$ cat src/rtl/song_pkg.sv
// Shared definitions for the song ROM format and the song reader FSM.
// Used by the reader, the note player and the ROM generator.
package song_pkg;

  localparam int SONG_W   = 2;
  localparam int IDX_W    = 5;
  localparam int NOTE_W   = 6;
  localparam int DUR_W    = 6;
  localparam int ENTRY_W  = 16;
  localparam int NOTE_LSB = 9;
  localparam int DUR_LSB  = 3;

  typedef enum logic [2:0] {
    ST_IDLE      = 3'd0,
    ST_FETCH     = 3'd1,
    ST_ISSUE     = 3'd2,
    ST_WAIT_DONE = 3'd3,
    ST_DONE      = 3'd4
  } reader_state_t;

  typedef struct packed {
    logic [NOTE_W-1:0] note;
    logic [DUR_W-1:0]  dur;
  } song_entry_t;

  // Bit 15 and bits [2:0] of a ROM word are reserved and dropped here.
  function automatic song_entry_t decode_entry(input logic [ENTRY_W-1:0] word);
    song_entry_t e;
    e.note = word[NOTE_LSB +: NOTE_W];
    e.dur  = word[DUR_LSB +: DUR_W];
    return e;
  endfunction

endpackage

$ cat src/rtl/song_reader.sv
// Walks one song in the registered song ROM and hands note/duration pairs
// to the note player, advancing only after the player's completion pulse.
module song_reader
  import song_pkg::*;
(
  input  logic                    clk,
  input  logic                    reset_n,
  input  logic                    play,
  input  logic [SONG_W-1:0]       song,
  output logic [SONG_W+IDX_W-1:0] rom_addr,
  input  logic [ENTRY_W-1:0]      rom_data,
  input  logic                    note_done,
  output logic                    new_note,
  output logic [NOTE_W-1:0]       note,
  output logic [DUR_W-1:0]        duration,
  output logic                    song_done,
  output reader_state_t           dbg_state
);

  // Handshake: new_note is a one-cycle strobe; note/duration become valid with
  // it and hold until the next strobe. The player answers with a one-cycle
  // note_done, which is ignored in the strobe cycle itself.

  reader_state_t     r_state;
  reader_state_t     w_next_state;
  logic [IDX_W-1:0]  r_idx;
  logic [SONG_W-1:0] r_song_q;
  logic [NOTE_W-1:0] r_note;
  logic [DUR_W-1:0]  r_dur;
  logic              r_new_note;
  logic              r_song_done;

  song_entry_t w_entry;
  logic        w_song_change;
  logic        w_load_song;
  logic        w_idx_clr;
  logic        w_idx_inc;
  logic        w_issue;
  logic        w_end;

  assign w_entry       = decode_entry(rom_data);
  assign w_song_change = (r_state != ST_IDLE) && (song != r_song_q);

  always_ff @(posedge clk or negedge reset_n) begin
    if (!reset_n) r_state <= ST_IDLE;
    else          r_state <= w_next_state;
  end

  always_comb begin
    w_next_state = r_state;
    w_load_song  = 1'b0;
    w_idx_clr    = 1'b0;
    w_idx_inc    = 1'b0;
    w_issue      = 1'b0;
    w_end        = 1'b0;
    // A song change abandons the current song silently, whatever the state.
    if (w_song_change) begin
      w_next_state = ST_IDLE;
      w_idx_clr    = 1'b1;
    end else begin
      unique case (r_state)
        ST_IDLE: begin
          w_load_song = 1'b1;
          w_idx_clr   = 1'b1;
          if (play) w_next_state = ST_FETCH;
        end
        ST_FETCH: begin
          if (play) w_next_state = ST_ISSUE;
        end
        ST_ISSUE: begin
          if (w_entry.dur == '0) begin
            w_next_state = ST_DONE;
            w_end        = 1'b1;
          end else if (play) begin
            w_next_state = ST_WAIT_DONE;
            w_issue      = 1'b1;
          end
        end
        ST_WAIT_DONE: begin
          if (note_done && !r_new_note) begin
            if (r_idx != {IDX_W{1'b1}}) begin
              w_idx_inc    = 1'b1;
              w_next_state = ST_FETCH;
            end else begin
              w_next_state = ST_DONE;
              w_end        = 1'b1;
            end
          end
        end
        ST_DONE: begin
          if (!play) begin
            w_next_state = ST_IDLE;
            w_idx_clr    = 1'b1;
          end
        end
        default: w_next_state = ST_IDLE;
      endcase
    end
  end

  always_ff @(posedge clk or negedge reset_n) begin
    if (!reset_n) begin
      r_idx       <= '0;
      r_song_q    <= '0;
      r_note      <= '0;
      r_dur       <= '0;
      r_new_note  <= 1'b0;
      r_song_done <= 1'b0;
    end else begin
      if (w_idx_clr)      r_idx <= '0;
      else if (w_idx_inc) r_idx <= r_idx + 1'b1;
      if (w_load_song) r_song_q <= song;
      if (w_issue) begin
        r_note <= w_entry.note;
        r_dur  <= w_entry.dur;
      end
      r_new_note  <= w_issue;
      r_song_done <= w_end;
    end
  end

  assign rom_addr  = {r_song_q, r_idx};
  assign new_note  = r_new_note;
  assign note      = r_note;
  assign duration  = r_dur;
  assign song_done = r_song_done;
  assign dbg_state = r_state;

endmodule

$ cat config.mk
export PLATFORM = sky130hd
export DESIGN_NAME = song_reader
export DESIGN_NICKNAME = d
export VERILOG_FILES = /design/src/rtl/song_pkg.sv /design/src/rtl/song_reader.sv
export SDC_FILE = /design/constraint.sdc
export NUM_CORES = 1
export LEC_CHECK = 0
export BUFFER_PORTS_ARGS = -buffer_cell sky130_fd_sc_hd__buf_2
export CAP_MARGIN = 20
export CELL_PAD_IN_SITES_DETAIL_PLACEMENT = 0
export CELL_PAD_IN_SITES_GLOBAL_PLACEMENT = 1
export CORE_AREA = 2 2 61 63
export DETAILED_ROUTE_END_ITERATION = 10
export DIE_AREA = 0 0 63 65
export PLACE_DENSITY = 0.84
export SYNTH_ARGS = -nofsm -noshare
export SYNTH_HDL_FRONTEND = slang
export SYNTH_SLANG_ARGS = --single-unit
$ cat constraint.sdc
create_clock -name clk -period 2.8 [get_ports clk]
set_clock_uncertainty 0.1 [all_clocks]
set_input_delay 0.14 -clock clk [delete_from_list [all_inputs] [get_ports clk]]
set_output_delay 0.14 -clock clk [all_outputs]
set_load 0.02 [all_outputs]
==> results.tsv <==
metric	value	unit
ys flop type	dfrtp_1	
Ports	46	
fin worst setup slack	0.482	ns
slew of the pin with the lowest slew margin	0.518	ns
Area growth syn-to-layout	37.6	%
largest family of logic cells by synthesized area	multiplexers	
number of synthesized flops with an enable pin	0	
synth top area cells	dfrtp_1 (50%), mux2_4 (11%), mux2_2 (4.7%)	
Post-Synth Adder-Cell Area	0.0315	
Die Span Y	65	um
Reg power frac	0.390	
Synth Area in Simple Gates	0.148	
grt ovf	0	
nature of the critical path startpoint	primary input	
I/O Buffers	41	
CP required	2.91	ns
period utilization	0.828	
TNS Setup	0	ns
Pint	0.000807	W
Cells after Synth	98	
multiplexer share of the synthesized area	0.161	
# diodes	0	
Mapped Area	0.00119	mm2
type of the worst setup path	primary input to flip-flop	
Peak VDD IR	0.301	mV
clk buf depth	2	
Compound-Gate Fraction of Synth Area	0.0839	
CTS root buf	clkbuf_4	
max frequency	431	MHz
CP arrival	2.43	ns
Clk pwr share	0.199	
pin count of the biggest net entering global routing	25	
initial drt markers	22	
ys async rst share	1.00	
Mapped Nets	123	
fin util	0.469	
register bit total from synthesis	24	
Max Cap Viol	0	
CTS HTree Levels	1	
Die Area	0.00410	mm2
post-synthesis sequential area ratio	0.504	
DRT Pass-1 Iters	4	
Placement Setup Slack	0.538	ns
detailed-placement wirelength estimate	1.81	mm
hold-fix buffers at CTS	15	
Netlist cell types	31	
TritonCTS Buffers	3	
Via density	4.68	
Min Clock Period, post-route	2.32	ns
Synth area leader	dfrtp_1	
RSZ-0062 raised after global routing	no	
post-synthesis xor/xnor area fraction	0.0367	
top-area cell type share of the netlist area	0.504	
Final #Nets	182	
Die Wd	63	um
Routed WL	2.49	mm
initial antenna violation count	0	
vias	955	
Final ANT Viol Nets	0	
Setup-failing EPs final	0	
Power Density	770	mW/mm2
# fillers	349	
Sink Count	24	
Hold Vio Cnt, Final	0	
worst skew pair latency	0.31	ns
Sw Share	0.361	
Tot GR Track Use	0.133	
P_leak	0.884	nW
setup bufs post-CTS	0	
ratio of cells with drive above 1 in the final layout	0.423	
post_cts resized	0	
TritonCTS clock tree	built	
core area	0.00350	mm2
largest fanout on the critical path	13	
gpl congestion	0.736	
Psw	0.000456	W
Clock transition at path regs	0.14	ns
Hold WC Path Type	primary input to async pin	
Synth warnings	0	
Starting Density	0.341	
Critical Path Sink Type	flip-flop	
syn avg cell area	12.2	um2
Slew headroom	0.654	
Logic pwr share	0.411	
Rows	22	
wire per inst	12.2	um
post-route DRC violation count	0	
status	finished clean	
Pins Over Slew Limit	0	
first-pass GRT wire length	4.32	mm
vias in the first global route	970	
==> through the flow <==
stage / instance area [um2] / hold WS, ns / total power [W] / std cells
floorplan: 1190 / -0.256 / 0.000870 / 98
global placement: 1440 / 0.0459 / 0.000990 / 185
detailed placement: 1440 / 0.0523 / 0.00100 / 185
CTS: 1640 / 0.198 / 0.00128 / 204
global route: 1640 / 0.260 / 0.00135 / 204
finish: 1640 / 0.209 / 0.00126 / 204
==> Yosys cell counts, drive strengths merged (2+ instances only) <==
library cell	instances
nand2	3
nor3	2
inv	4
nor4	2
mux2	14
a21oi	4
nand2b	2
xor2	4
o31ai	2
buf	3
ha	3
nand3	4
nor2	9
o21ai	5
dfrtp	24
or2	2
==> placed cells by master (no fill, tap or decap), types with 2 or more instances in the layout <==
master	Yosys	layout
dfrtp_1	24	24
nand2_1	3	3
clkbuf_4	0	3
a21oi_1	4	4
nor3_1	2	2
ha_1	3	3
inv_1	4	4
dlygate4sd3_1	0	15
o31ai_1	2	2
nor2_1	9	9
nor4_1	2	2
mux2_2	5	5
mux2_4	9	9
nand3_1	3	3
xor2_1	4	4
buf_2	1	41
o21ai_0	5	5
nand2b_1	2	2
==> state kept, by name (all words and copies together) (netlist names) <==
name / count
duration: 6
note: 6
r_idx: 5
dbg_state: 3
r_song_q: 2
new_note: 1
song_done: 1
==> power groups by stage <==
stage          Clock (W)  Combinational, W  Sequential (W)
6_report        0.000251          0.000520        0.000492
5_1_grt         0.000280          0.000562        0.000504
4_1_cts         0.000260          0.000523        0.000493
3_5_place_dp           0          0.000504        0.000500
3_3_place_gp           0          0.000497        0.000493
2_1_floorplan          0          0.000283        0.000587
==> critical path: stages <==
cell	delay, ns
dlygate4sd3_1	0.54
buf_2	0.13
xor2_1	0.14
or2_0	0.39
nor3b_4	0.26
nand3_2	0.39
mux2_4	0.43
==> cell families (layout without fill, tap and decap cells) <==
| logic type | after synthesis | in the layout |
|---|---|---|
| flops | 24 | 24 |
| simple gates | 30 | 30 |
| fa+ha+maj | 3 | 3 |
| compound gates | 15 | 15 |
| buf+inv | 7 | 65 |
| xor+xnor | 5 | 5 |
| mux | 14 | 14 |
==> routing by layer <==
metal,vias up,wire [um],track usage
met3,0,101,0.0226
met4,0,0,0.0333
met1,466,1080,0.169
li1,463,-,-
met2,26,1310,0.234
met5,-,0,0
==> cell type report <==
class	count	area [um2]	share of cell area
clock buffer	3	22.5	0.0137
clock inverter	1	30.0	0.0183
inverter	4	15.0	0.00915
multi-input combinational	67	549	0.335
sequential	24	601	0.366
tap	48	60.1	0.0366
timing repair buffer	57	363	0.221
==> final timing paths <==
| kind | startpoint | end | slack (ns) | cells after the start |
|---|---|---|---|---|
| worst min register to register | duration[1]$_DFFE_PN0P_ | duration[1]$_DFFE_PN0P_ | 0.42 | 1 |
| worst min-delay path | reset_n | r_idx[3]$_DFFE_PN0P_ | 0.21 | 2 |
| min in group clk | play | dbg_state[0]$_DFFE_PN0P_ | 0.22 | 4 |
| worst max-delay path | song[1] | duration[5]$_DFFE_PN0P_ | 0.48 | 7 |
| max in group asynchronous | reset_n | dbg_state[1]$_DFFE_PN0P_ | 2.04 | 2 |
| worst max register to register | r_song_q[1]$_DFFE_PN0P_ | duration[5]$_DFFE_PN0P_ | 0.53 | 5 |
No activity file was read; power rests on OpenSTA's default activity.
